===== src/rtl/sram_bus_arbiter.sv =====
// sram_bus_arbiter: shares one sram-like bus between an instruction and a
// data master. Responses come back in request order, and an in-order owner
// FIFO routes each one to the master that issued it.
// Optional build macro: ARB_ROUND_ROBIN_EN. When it is defined, the grant
// alternates between the two masters whenever both are requesting. When it
// is undefined, the data master always has priority.
module sram_bus_arbiter (
  input  logic        clk,
  input  logic        resetn,
  input  logic        inst_req,
  input  logic        inst_wr,
  input  logic [1:0]  inst_size,
  input  logic [31:0] inst_addr,
  input  logic [31:0] inst_wdata,
  output logic        inst_addr_ok,
  output logic        inst_data_ok,
  output logic [31:0] inst_rdata,
  input  logic        inst_cancel,
  input  logic        data_req,
  input  logic        data_wr,
  input  logic [1:0]  data_size,
  input  logic [31:0] data_addr,
  input  logic [31:0] data_wdata,
  output logic        data_addr_ok,
  output logic        data_data_ok,
  output logic [31:0] data_rdata,
  output logic        bus_req,
  output logic        bus_wr,
  output logic [1:0]  bus_size,
  output logic [31:0] bus_addr,
  output logic [31:0] bus_wdata,
  input  logic        bus_addr_ok,
  input  logic        bus_data_ok,
  input  logic [31:0] bus_rdata
);

  localparam int unsigned DEPTH = 4;
  localparam int unsigned PTR_W = 2;
  localparam int unsigned CNT_W = 3;

  typedef enum logic [1:0] {ARB_IDLE, ARB_INST, ARB_DATA} arb_state_e;

  arb_state_e       state, state_nxt;
  logic [CNT_W-1:0] count;
  logic [PTR_W-1:0] rptr, wptr;
  logic [DEPTH-1:0] owner_q, discard_q, slot_valid;
  logic             cancel_pend;
  logic             full, push, pop, push_discard;
`ifdef ARB_ROUND_ROBIN_EN
  logic             last_data;
`endif

  assign full         = (count == CNT_W'(DEPTH));
  assign push         = bus_req && bus_addr_ok;
  assign pop          = resetn && bus_data_ok && (count != '0);
  assign push_discard = (state == ARB_INST) && (inst_cancel || cancel_pend);
  assign inst_data_ok = pop && !owner_q[rptr] && !discard_q[rptr];
  assign data_data_ok = pop && owner_q[rptr];
  assign inst_rdata   = bus_rdata;
  assign data_rdata   = bus_rdata;

  // State register
  always_ff @(posedge clk) begin
    if (!resetn) state <= ARB_IDLE;
    else         state <= state_nxt;
  end

  // Next-state: grant from idle only when the owner FIFO has room
  always_comb begin
    state_nxt = state;
    unique case (state)
      ARB_IDLE: begin
        if (!full) begin
`ifdef ARB_ROUND_ROBIN_EN
          if (data_req && inst_req) state_nxt = last_data ? ARB_INST : ARB_DATA;
          else if (data_req)        state_nxt = ARB_DATA;
          else if (inst_req)        state_nxt = ARB_INST;
`else
          if (data_req)      state_nxt = ARB_DATA;
          else if (inst_req) state_nxt = ARB_INST;
`endif
        end
      end
      ARB_INST, ARB_DATA: if (bus_addr_ok) state_nxt = ARB_IDLE;
      default: state_nxt = ARB_IDLE;
    endcase
  end

  // Bus mux and address handshake from the granted master; held at zero in reset
  always_comb begin
    bus_req      = 1'b0;
    bus_wr       = 1'b0;
    bus_size     = '0;
    bus_addr     = '0;
    bus_wdata    = '0;
    inst_addr_ok = 1'b0;
    data_addr_ok = 1'b0;
    if (resetn) begin
      unique case (state)
        ARB_INST: begin
          bus_req      = 1'b1;
          bus_wr       = inst_wr;
          bus_size     = inst_size;
          bus_addr     = inst_addr;
          bus_wdata    = inst_wdata;
          inst_addr_ok = bus_addr_ok;
        end
        ARB_DATA: begin
          bus_req      = 1'b1;
          bus_wr       = data_wr;
          bus_size     = data_size;
          bus_addr     = data_addr;
          bus_wdata    = data_wdata;
          data_addr_ok = bus_addr_ok;
        end
        default: ;
      endcase
    end
  end

  // Marks which FIFO slots currently hold outstanding entries
  always_comb begin
    slot_valid = '0;
    for (int unsigned i = 0; i < DEPTH; i++) begin
      slot_valid[i] = CNT_W'(PTR_W'(PTR_W'(i) - rptr)) < count;
    end
  end

  // Owner FIFO: push on address accept, pop on response, cancel marks inst entries
  always_ff @(posedge clk) begin
    if (!resetn) begin
      count       <= '0;
      rptr        <= '0;
      wptr        <= '0;
      owner_q     <= '0;
      discard_q   <= '0;
      cancel_pend <= 1'b0;
    end else begin
      count <= count + CNT_W'(push) - CNT_W'(pop);
      if (pop) rptr <= rptr + PTR_W'(1);
      if (inst_cancel) begin
        for (int unsigned i = 0; i < DEPTH; i++) begin
          if (slot_valid[i] && !owner_q[i]) discard_q[i] <= 1'b1;
        end
      end
      if (push) begin
        owner_q[wptr]   <= (state == ARB_DATA);
        discard_q[wptr] <= push_discard;
        wptr            <= wptr + PTR_W'(1);
      end
      if (push)                                   cancel_pend <= 1'b0;
      else if (inst_cancel && state == ARB_INST)  cancel_pend <= 1'b1;
    end
  end

`ifdef ARB_ROUND_ROBIN_EN
  // Remembers which master won the previous grant
  always_ff @(posedge clk) begin
    if (!resetn) last_data <= 1'b0;
    else if (state == ARB_IDLE && state_nxt != ARB_IDLE) last_data <= (state_nxt == ARB_DATA);
  end
`endif

endmodule


===== config.mk =====
export PLATFORM = sky130hd
export DESIGN_NAME = sram_bus_arbiter
export DESIGN_NICKNAME = d
export VERILOG_FILES = /design/src/rtl/sram_bus_arbiter.sv
export SDC_FILE = /design/constraint.sdc
export NUM_CORES = 1
export LEC_CHECK = 0
export BUFFER_PORTS_ARGS = -buffer_cell sky130_fd_sc_hd__buf_2
export CORE_AREA = 2 2 119 121
export DETAILED_ROUTE_END_ITERATION = 8
export DIE_AREA = 0 0 121 123
export PLACE_DENSITY = 0.54
export REMOVE_ABC_BUFFERS = 1
export SLEW_MARGIN = 20
export SYNTH_ARGS = -nofsm -noshare
export SYNTH_HDL_FRONTEND = slang
export SYNTH_SLANG_ARGS = --single-unit

===== constraint.sdc =====
create_clock -name clk -period 6.13 [get_ports clk]
set_input_delay 1.5325 -clock clk [delete_from_list [all_inputs] [get_ports clk]]
set_output_delay 1.5325 -clock clk [all_outputs]
set_load 0.01 [all_outputs]

==> results.md <==
* First-pass DRT Iterations at 5
* DR vias at 3,105
* Met3 wire length at between 3 and 4 mm
* Vias in the first global route at between 2k and 3k
* Share of cells above drive strength 1 at around 48%
* # resized after CTS at 0
* Fin Setup TNS at 0 ps
* Max cap viols at 0
* Top-count cell post-synth: nor2_1
* Final setup viols at 0
* Post-synth EDFFs at 0
* Synth top area share at 20.1%
* Post-synth top area cell: a22oi_1
* Die Wd at 121 µm
* CTS Hold Bufs at 0
* Syn Area/Cell at 7.17 µm²
* Combined area of the multi-input logic cells at 1470 µm²
* Total CTS buffers at 3
* First-pass GRT wire length at around 22 mm
* Sequential cell area at 360 µm²
* Crit path from: resetn
* Mapped Area at 2500 µm²
* DRC viols at 0
* Port bufs at 212
* WP data arrival at 3020 ps
* Crit path launch type: primary input
* Fillers at ~1.6k
* DRT met1 WL at 5.86 mm
* Max Freq at 0.220 GHz
* Starting Density at between 15 and 20%
* Hold_sp: discard_q[2]
* Full die area at around 15,000 µm²
* IR drop worst, VDD at 0.101 mV
* Final min period at 4550 ps
* Flops & latches, synth at 18
* Pin count of the biggest net entering global routing at 42
* CP Max Fanout at 40
* CTS H-tree lvls at 1
* Warnings from Yosys at 0
* Top Metal Used: met5
* Post-CTS Setup Bufs at 0
* Nets at 663
* Synth area leaders: a22oi_1, buf_4, dfxtp_1
* Metal2 WL at 7.37 mm
* Total power at 819 µW
* Final Hold Vio Count at 0
* HP Class: reg2reg
* Worst path required time at around 4600 ps
* R2R Setup Slk at slightly below 3000 ps
* Worst-path clk slew at ~50 ps
* Gr ovfl total at 0
* Pins Over Slew Limit at 0
* Total global-route track usage at 22.0%
* Tcrit/Tclk final at 74.2%
* Core Region at between 10,000 and 15,000 µm²
* CTS max path bufs at 2
* Chip height at 123 µm
* Final Skew at 2.42 ps
* GP Congestion at around 0.90
* Status: completed
* Cell area after layout at roughly 3300 µm²
* Clk_lat worst skew at 250 ps
* Measured slew at the worst slew-check pin at 830 ps
* Main flop type after synthesis: dfxtp_1
* Register area share after synthesis at 14.4%
* Reg2reg start: state[0]
* Dpl hpwl at 15.4 mm
* Clk sinks at 18
* CTS root buf: clkbuf_16
* Iter 0 DRT Violations at between 100 and 150
* Post-DRT Antenna Nets at 0
* Cell count after synthesis at around 350
* P per Cell Area at 247 nW/µm²
* P_leak at 0.00166 µW
* Routed length per placed instance at approximately 26 µm
* Unrepaired setup endpoints after global routing: false
* Area Growth Syn to Fin at 32.5%
* Synth unique cells at 36
* Vias per cell at 4.68
* Core Rows at 43
* WS Path Type: in2out
* CTS tree: done
* WL final at 17.4 mm
* FFs w/ async S/R, synth at 0%
* Number of I/O pins at slightly above 300
* Initial antenna violation count at 10
* Slew headroom at 44.6%
* Top cells by count, synth: nor2_1, a22oi_1, buf_4
* Post-DP Area at 3200 µm²
* Worst setup EP type: output pin
-- where the power goes --
group	internal [µW]	switching (µW)	total, µW	leakage [µW]
registers	143	28.8	172	0.000146
clock network	99.4	46.3	146	0.0000442
logic	204	297	501	0.00147
total	447	372	819	0.00166
-- kinds of logic after synthesis --
kind of cell    count (synthesis)  share of synthesized area (%)
compound gates                 88                           26.6
xor+xnor                        5                           1.75
fa+ha+maj                      14                           7.30
buf+inv                       110                           27.2
flops                          18                           14.4
mux                             7                           3.80
simple gates                  107                           19.0
-- worst max-delay path, cell delays in order --
cell	delay [ps]
buf_2	260
nand2_2	490
buf_4	430
nor2_1	140
buf_2	140
-- metrics by stage --
step                hold WS (ps)  instances  setup WS, ps  utilization (%)
finish                       475        664          1580             24.3
CTS                          481        655          1550             24.2
floorplan                    428        256          1740                -
detailed placement           471        651          1560             23.5
global route                 501        655          1400             24.2
global placement             455        651          1600             23.5
-- layer usage --
layer	vias to the layer above	GRT usage, %
met5	-	5.21
met4	8	7.12
met3	22	17.7
met2	268	34.0
met1	1385	22.1
li1	1422	-
-- cells in the final DEF (no fill, tap or decap), types with 2 or more instances in the layout --
cell type,synthesis,layout
buf_2,12,212
nor2_1,76,76
a22oi_1,67,67
dfxtp_1,18,18
inv_1,17,17
ha_1,13,11
diode_2,0,9
nand2b_1,7,7
nand2_1,7,6
xnor2_1,5,5
mux2i_1,5,5
nand4_1,4,4
a31oi_1,4,4
a21oi_1,4,4
and3_1,3,3
nor2b_1,3,3
a41o_1,3,3
clkbuf_16,0,3
buf_4,65,3
o311a_1,2,2
mux4_2,2,2
and2_1,2,2
o311ai_0,2,2
ha_2,0,2
-- registers in the layout (all words and copies together) (netlist names) --
register / flops
discard_q: 4
owner_q: 4
count: 3
cancel_pend: 1
state: 2
rptr: 2
wptr: 2
-- worst paths after layout --
path	cells after the start	end
worst min-delay path	2	discard_q[2]
worst max-delay path	5	bus_addr[6]
worst min register to register	2	discard_q[2]
worst max register to register	13	count[2]
-- final cells by class --
cell class / count / share of cell area (%)
Antenna cell: 9 / 0.680
Clock buffer: 4 / 2.68
Inverter: 17 / 1.93
Multi-Input combinational cell: 221 / 44.4
Sequential cell: 18 / 10.9
Tap cell: 180 / 6.80
Timing Repair Buffer: 215 / 32.7
No activity file was read; power rests on OpenSTA's default activity.
